$ cat src/rtl/data_mem_arbiter.sv
// Two-port round-robin arbiter and access sequencer for a byte-addressed, big-endian data_memory.
// Optional macro ALIGN_CHECK_EN rejects (err + ack, no write) accesses whose address is not word aligned.
module data_mem_arbiter #(
  parameter int ADDR_BUS_WIDTH = 32,
  parameter int DATA_BUS_WIDTH = 32
) (
  input  logic                      clk,
  input  logic                      rst,
  input  logic                      req0,
  input  logic                      req1,
  input  logic                      we0,
  input  logic                      we1,
  input  logic [ADDR_BUS_WIDTH-1:0] addr0,
  input  logic [ADDR_BUS_WIDTH-1:0] addr1,
  input  logic [DATA_BUS_WIDTH-1:0] wdata0,
  input  logic [DATA_BUS_WIDTH-1:0] wdata1,
  output logic                      ack0,
  output logic                      ack1,
  output logic [DATA_BUS_WIDTH-1:0] rdata0,
  output logic [DATA_BUS_WIDTH-1:0] rdata1,
  output logic                      err0,
  output logic                      err1,
  output logic [ADDR_BUS_WIDTH-1:0] mem_addr,
  output logic [DATA_BUS_WIDTH-1:0] mem_write_data,
  output logic                      mem_write_en,
  input  logic [DATA_BUS_WIDTH-1:0] mem_read_data,
  output logic                      busy
);

  typedef enum logic [1:0] {
    S_IDLE  = 2'd0,
    S_SERVE = 2'd1,
    S_ACK   = 2'd2
  } state_t;

  state_t                    r_state;
  state_t                    w_next_state;
  logic                      r_owner;
  logic                      w_next_owner;
  logic                      r_last_owner;
  logic                      r_ack0;
  logic                      r_ack1;
  logic [DATA_BUS_WIDTH-1:0] r_rdata0;
  logic [DATA_BUS_WIDTH-1:0] r_rdata1;

  logic                      w_serve;
  logic                      w_sel_we;
  logic                      w_reject;
  logic                      w_other_req;
  logic [ADDR_BUS_WIDTH-1:0] w_sel_addr;
  logic [DATA_BUS_WIDTH-1:0] w_sel_wdata;
  logic [DATA_BUS_WIDTH-1:0] w_read_result;

  assign w_serve     = (r_state == S_SERVE);
  assign w_sel_addr  = r_owner ? addr1  : addr0;
  assign w_sel_wdata = r_owner ? wdata1 : wdata0;
  assign w_sel_we    = r_owner ? we1    : we0;
  assign w_other_req = r_owner ? req0   : req1;

`ifdef ALIGN_CHECK_EN
  assign w_reject = (w_sel_addr[1:0] != 2'b00);
`else
  assign w_reject = 1'b0;
`endif

  // Memory port is decoded from state so an async reset in SERVE kills the write strobe at once.
  assign mem_addr       = w_serve ? w_sel_addr  : '0;
  assign mem_write_data = w_serve ? w_sel_wdata : '0;
  assign mem_write_en   = w_serve & w_sel_we & ~w_reject;
  assign w_read_result  = (w_sel_we | w_reject) ? '0 : mem_read_data;

  assign busy   = (r_state != S_IDLE);
  assign ack0   = r_ack0;
  assign ack1   = r_ack1;
  assign rdata0 = r_rdata0;
  assign rdata1 = r_rdata1;

  always_comb begin
    // NOTE: every output of this block gets a default first, so no path can infer a latch.
    w_next_state = r_state;
    w_next_owner = r_owner;
    unique case (r_state)
      S_IDLE: begin
        if (req0 | req1) begin
          w_next_state = S_SERVE;
          w_next_owner = (req0 & req1) ? ~r_last_owner : req1;
        end
      end
      S_SERVE: w_next_state = S_ACK;
      S_ACK: begin
        // The port being acked is ignored here; only the other one can be granted back-to-back.
        if (w_other_req) begin
          w_next_state = S_SERVE;
          w_next_owner = ~r_owner;
        end else begin
          w_next_state = S_IDLE;
        end
      end
      default: w_next_state = S_IDLE;
    endcase
  end

  always_ff @(posedge clk or posedge rst) begin
    if (rst) begin
      r_state      <= S_IDLE;
      r_owner      <= 1'b0;
      r_last_owner <= 1'b1;
      r_ack0       <= 1'b0;
      r_ack1       <= 1'b0;
      r_rdata0     <= '0;
      r_rdata1     <= '0;
    end else begin
      // NOTE: non-blocking assignments so every register samples pre-edge values.
      r_state <= w_next_state;
      r_owner <= w_next_owner;
      r_ack0  <= w_serve & ~r_owner;
      r_ack1  <= w_serve & r_owner;
      if (w_serve) begin
        r_last_owner <= r_owner;
        if (r_owner) r_rdata1 <= w_read_result;
        else         r_rdata0 <= w_read_result;
      end
    end
  end

`ifdef ALIGN_CHECK_EN
  logic r_err0;
  logic r_err1;

  always_ff @(posedge clk or posedge rst) begin
    if (rst) begin
      r_err0 <= 1'b0;
      r_err1 <= 1'b0;
    end else begin
      r_err0 <= w_serve & ~r_owner & w_reject;
      r_err1 <= w_serve & r_owner & w_reject;
    end
  end

  assign err0 = r_err0;
  assign err1 = r_err1;
`else
  assign err0 = 1'b0;
  assign err1 = 1'b0;
`endif

endmodule

$ cat config.mk
export PLATFORM = sky130hd
export DESIGN_NAME = data_mem_arbiter
export DESIGN_NICKNAME = d
export VERILOG_FILES = /design/src/rtl/data_mem_arbiter.sv
export SDC_FILE = /design/constraint.sdc
export NUM_CORES = 1
export LEC_CHECK = 0
export ABC_AREA = 0
export ABC_CLOCK_PERIOD_IN_PS = 2900
export CORE_ASPECT_RATIO = 1.4
export CORE_MARGIN = 3
export CORE_UTILIZATION = 30
export DETAILED_ROUTE_END_ITERATION = 10
export PLACE_DENSITY = 0.73
export SLEW_MARGIN = 20
export SYNTH_ARGS = -nofsm -noshare
export SYNTH_HDL_FRONTEND = slang
export SYNTH_SLANG_ARGS = --single-unit
export TNS_END_PERCENT = 100
$ cat constraint.sdc
create_clock -name clk -period 2.9 [get_ports clk]
set_clock_uncertainty 0.1 [all_clocks]
set_input_delay 0.29 -clock clk [delete_from_list [all_inputs] [get_ports clk]]
set_output_delay 0.29 -clock clk [all_outputs]
set_load 0.005 [all_outputs]
### Word level (Yosys, flattened, before mapping)

Cells that the tools add are included.

| word-level totals | value |
|---|---|
| memories | 0 |
| register bits | 70 |
| input port bits | 166 |
| logic and storage cells | 38 |
| ROM bits | 0 |
| latch bits | 0 |
| bits in writable memories | 0 |

| cells by class | value |
|---|---|
| multiply operators | 0 |
| mux-type cells | 14 |
| reductions and logical operators | 6 |
| div/mod/pow operators | 0 |
| bitwise operators | 7 |
| order comparisons | 0 |
| shift-type cells | 0 |
| $add $sub $neg | 0 |
| equality and inequality tests | 4 |

Operators with widths:

| kind | number |
|---|---|
| $mux 32 | 5 |
| $mux 1 | 6 |
| $pmux 2 s3 | 1 |
| $and 1x1->1 | 4 |
| $ne 2x2->1 const B | 2 |
| $reduce_and 2->1 | 2 |
| $reduce_bool 2->1 | 2 |
| $reduce_and 3->1 | 1 |
| $eq 2x1->1 const B | 1 |
| $eq 2x2->1 const B | 1 |
| $logic_not 2->1 | 1 |
| $mux 2 | 1 |
| $not 1->1 | 2 |
| $pmux 1 s2 | 1 |
| $or 1x1->1 | 1 |

### Depth between registers and ports, before layout

| depth | value |
|---|---|
| depth in word-level cells | 4 |
| gate-level depth with buffers | 6 |
| mapped depth without buffers | 3 |

### Least setup slack after synthesis

OpenSTA, ideal clock, no wires.

| timing path | value |
|---|---|
| kind | flip-flop to output port |
| from | register r_owner |
| to | output mem_write_data[10] |
| setup slack | 1.383 ns |
| arrival time | 1.127 ns |
| cell stages (with the launch flop) | 6 |
| cells stage by stage | dfrtp_1 -> buf_2 -> buf_4 -> buf_2 -> mux2i_1 -> nor2_1 |

| on the way | value |
|---|---|
| longest elaborated chain between the ends | 2 |

RTL lines:

| what | line | RTL |
|---|---|---|
| from (decl) | 38 | `logic r_owner;` |
| from (signal assigned) | 115 | `r_owner <= w_next_owner;` |
| $mux 32 | 56 | `assign w_sel_wdata = r_owner ? wdata1 : wdata0;` |
| $mux 32 | 68 | `assign mem_write_data = w_serve ? w_sel_wdata : '0;` |
| to (decl) | 24 | `output logic [DATA_BUS_WIDTH-1:0] mem_write_data,` |

No other way between the ends.

### Worst setup path after layout

| timing path | value |
|---|---|
| from | register r_owner |
| to | output mem_write_data[21] |

The elaborated chain is that of the path after synthesis.

==> flow_summary.json <==
{
  "outcome": "finished, final reports clean",
  "fin_crit_ns": 2.636,
  "rows": 49,
  "cp.required_ns": 2.51,
  "hold_violations": 0,
  "overflow": 0,
  "numCtsBuffers": 9,
  "die_w_um": 103.5,
  "vias_per_cell": 4.531,
  "grt_use_total_pct": 20.14,
  "crit_end": "mem_write_data[21]",
  "tightest_slew_ns": 0.7642,
  "yosysSeqAreaShare_pct": 43.92,
  "finalNetCount": 895,
  "num_vias": 4137,
  "reg2reg_to": "rdata0[30]",
  "cellPowerDensity_mw_per_mm2": 865.7,
  "gp_congestion": 0.8976,
  "p_switching_w": 0.002139,
  "layout_common_cells": "clkdlybuf4s50_1 (297), dfrtp_1 (68), nand2_1 (66), nor2_1 (66)",
  "r2r-start": "r_owner",
  "final.setup.worst_slack_ns": 0.2644,
  "syn_area_per_cell_um2": 8.889,
  "ant_nets": 0,
  "grt_pass1_vias": 4375,
  "ys_types": 23,
  "dieArea_mm2": 0.01474,
  "ff2ff_setup_slack_ns": 0.80,
  "place_ws_ns": 0.5157,
  "io_pins": 300,
  "internal_power_w": 0.004309,
  "crit_path_end_kind": "primary output",
  "clkPwrFrac_pct": 20.8,
  "drc": 0,
  "rr_worst_depth": 4,
  "antenna_found_initial": 1,
  "synth-seq-cells": 70,
  "final_common_cell": "clkdlybuf4s50_1",
  "grt_pass1_wl_um": 22890,
  "h-tree-depth": 3,
  "grt_max_degree": 67,
  "min_path_type": "input port to asynchronous set/reset pin",
  "insertion_delay_ns": 0.33,
  "slew_viol_final": 0,
  "syn_area_mm2": 0.003991,
  "place_inst": 896,
  "power.leakage_nw": 3.166,
  "fin_cells": 913,
  "combPwrFrac_pct": 52.7,
  "fin_util_pct": 57.58,
  "hold_slack_ns": 0.3248,
  "synth_cells": 449,
  "port_buffers": 297,
  "wl_per_cell_um": 16.45,
  "drive_gt1_share_pct": 6.403,
  "clk_pin_slew_ns": 0.06,
  "area_growth_syn_to_layout_pct": 86.61,
  "swShare_pct": 33.17,
  "cts-root-buf": "clkbuf_16",
  "p_seq_share_pct": 26.6,
  "floorplan.initialDensity_pct": 30.85,
  "cts_num_sinks": 70,
  "crit_fanout": 30,
  "fmax_ghz": 0.3794,
  "coreArea_mm2": 0.01294,
  "critPathLaunchType": "register",
  "slew_headroom_pct": 48.98,
  "arrival_ns": 2.25,
  "cp-startpoint": "r_owner",
  "drv_cap": 0,
  "finalWirelength_um": 15020,
  "die_y_um": 142.5,
  "vdd_ir_drop_max_mv": 0.5245,
  "drtIter0Drc": 110,
  "worst-setup-path-type": "register to primary output",
  "ys_warn_count": 0,
  "setup_viol": 0,
  "first_pass_iters": 5,
  "clockBufferDepth": 2,
  "rsz0062_at_grt": "false",
  "cts_tree": "yes",
  "tns_ns": 0,
  "finalCritPeriodShare_pct": 90.88,
  "hpwlAfterDp_um": 11970,
  "num-fill-cells": 1155
}
## per-stage QoR
stage / instance area, µm² / power (W)
finish: 7448 / 0.006448
global route: 7448 / 0.006899
CTS: 7441 / 0.006531
detailed placement: 7072 / 0.005148
global placement: 7072 / 0.005065
floorplan: 3995 / 0.003238
## registers in the layout (all words and copies together) (netlist names)
signal        count
ack0              1
r_last_owner      1
ack1              1
rdata0           32
rdata1           32
r_state           2
r_owner           1
## final cells by class
class                      count  area (µm²)  share of cell area (%)
inverter                       4       15.01                  0.2016
multi-input combinational    339        2024                   27.18
clock buffer                   9       225.2                   3.024
tap                          178       222.7                   2.990
timing repair buffer         305        3058                   41.05
clock inverter                 7       143.9                   1.932
sequential                    70        1757                   23.58
antenna                        1       2.502                 0.03360
## timing repair
item                                    in CTS  in global routing
endpoints found under the setup margin       0                  1
hold buffers                                 0                  0
buffers inserted                             0                  0
resized for setup                            0                  1
## logic make-up after synthesis
logic type             count (synthesis)  share of synthesized area [%]
buffers and inverters                 41                          5.642
flip-flops                            70                          43.92
multiplexers                          65                          16.30
AO/OA/AOI/OAI                         69                          10.41
AND/OR/NAND/NOR                      203                          23.64
other                                  1                        0.09395
## critical path: stages (launching register included)
cell and delay, ns:
dfrtp_4 0.73, buf_4 0.35, mux2i_1 0.30, nor2_1 0.07, clkdlybuf4s50_1 0.46
## how the worst min path moves through the flow
stage / start / to
2_1_floorplan: req0 / r_owner
3_3_place_gp: r_last_owner / r_last_owner
3_5_place_dp: r_last_owner / r_last_owner
4_1_cts: rst / rdata0[23]
5_1_grt: rst / rdata0[24]
6_report: rst / rdata0[24]
## per-layer routing
metal  vias up  GRT usage (%)  wire [µm]  share of wire, %
met1      1878          22.19       5593                37
met3        34          5.346       1026               6.8
met5         -              0          0                 0
li1       2030              -          -                 -
met4         0          9.072        596               4.0
met2       195          35.42       7802                52
## Yosys cell counts, drive strengths merged
library cell  instances  area share (%)
a211oi                2            0.38
a21oi                 2            0.25
a31oi                 1            0.16
buf                  24             4.0
clkbuf               13             1.2
conb                  1           0.094
dfrtp                69              43
dfstp                 1            0.66
inv                   4            0.38
mux2i                65              16
nand2                66             6.2
nand2b               66              10
nand3b                1            0.19
nor2                 66             6.2
nor2b                 2            0.31
o21ai                64             9.6
or2                   1            0.16
or3b                  1            0.22
## power by group through the flow
| stage | Clock, W | Combinational, W | Sequential, W |
|---|---|---|---|
| 5_1_grt | 0.00142 | 0.00371 | 0.00177 |
| 3_5_place_dp | 0 | 0.00342 | 0.00173 |
| 3_3_place_gp | 0 | 0.00336 | 0.00171 |
| 4_1_cts | 0.00137 | 0.00344 | 0.00172 |
| 2_1_floorplan | 0 | 0.00161 | 0.00163 |
| 6_report | 0.00134 | 0.00340 | 0.00171 |
Power figures use the tool's default switching activity.
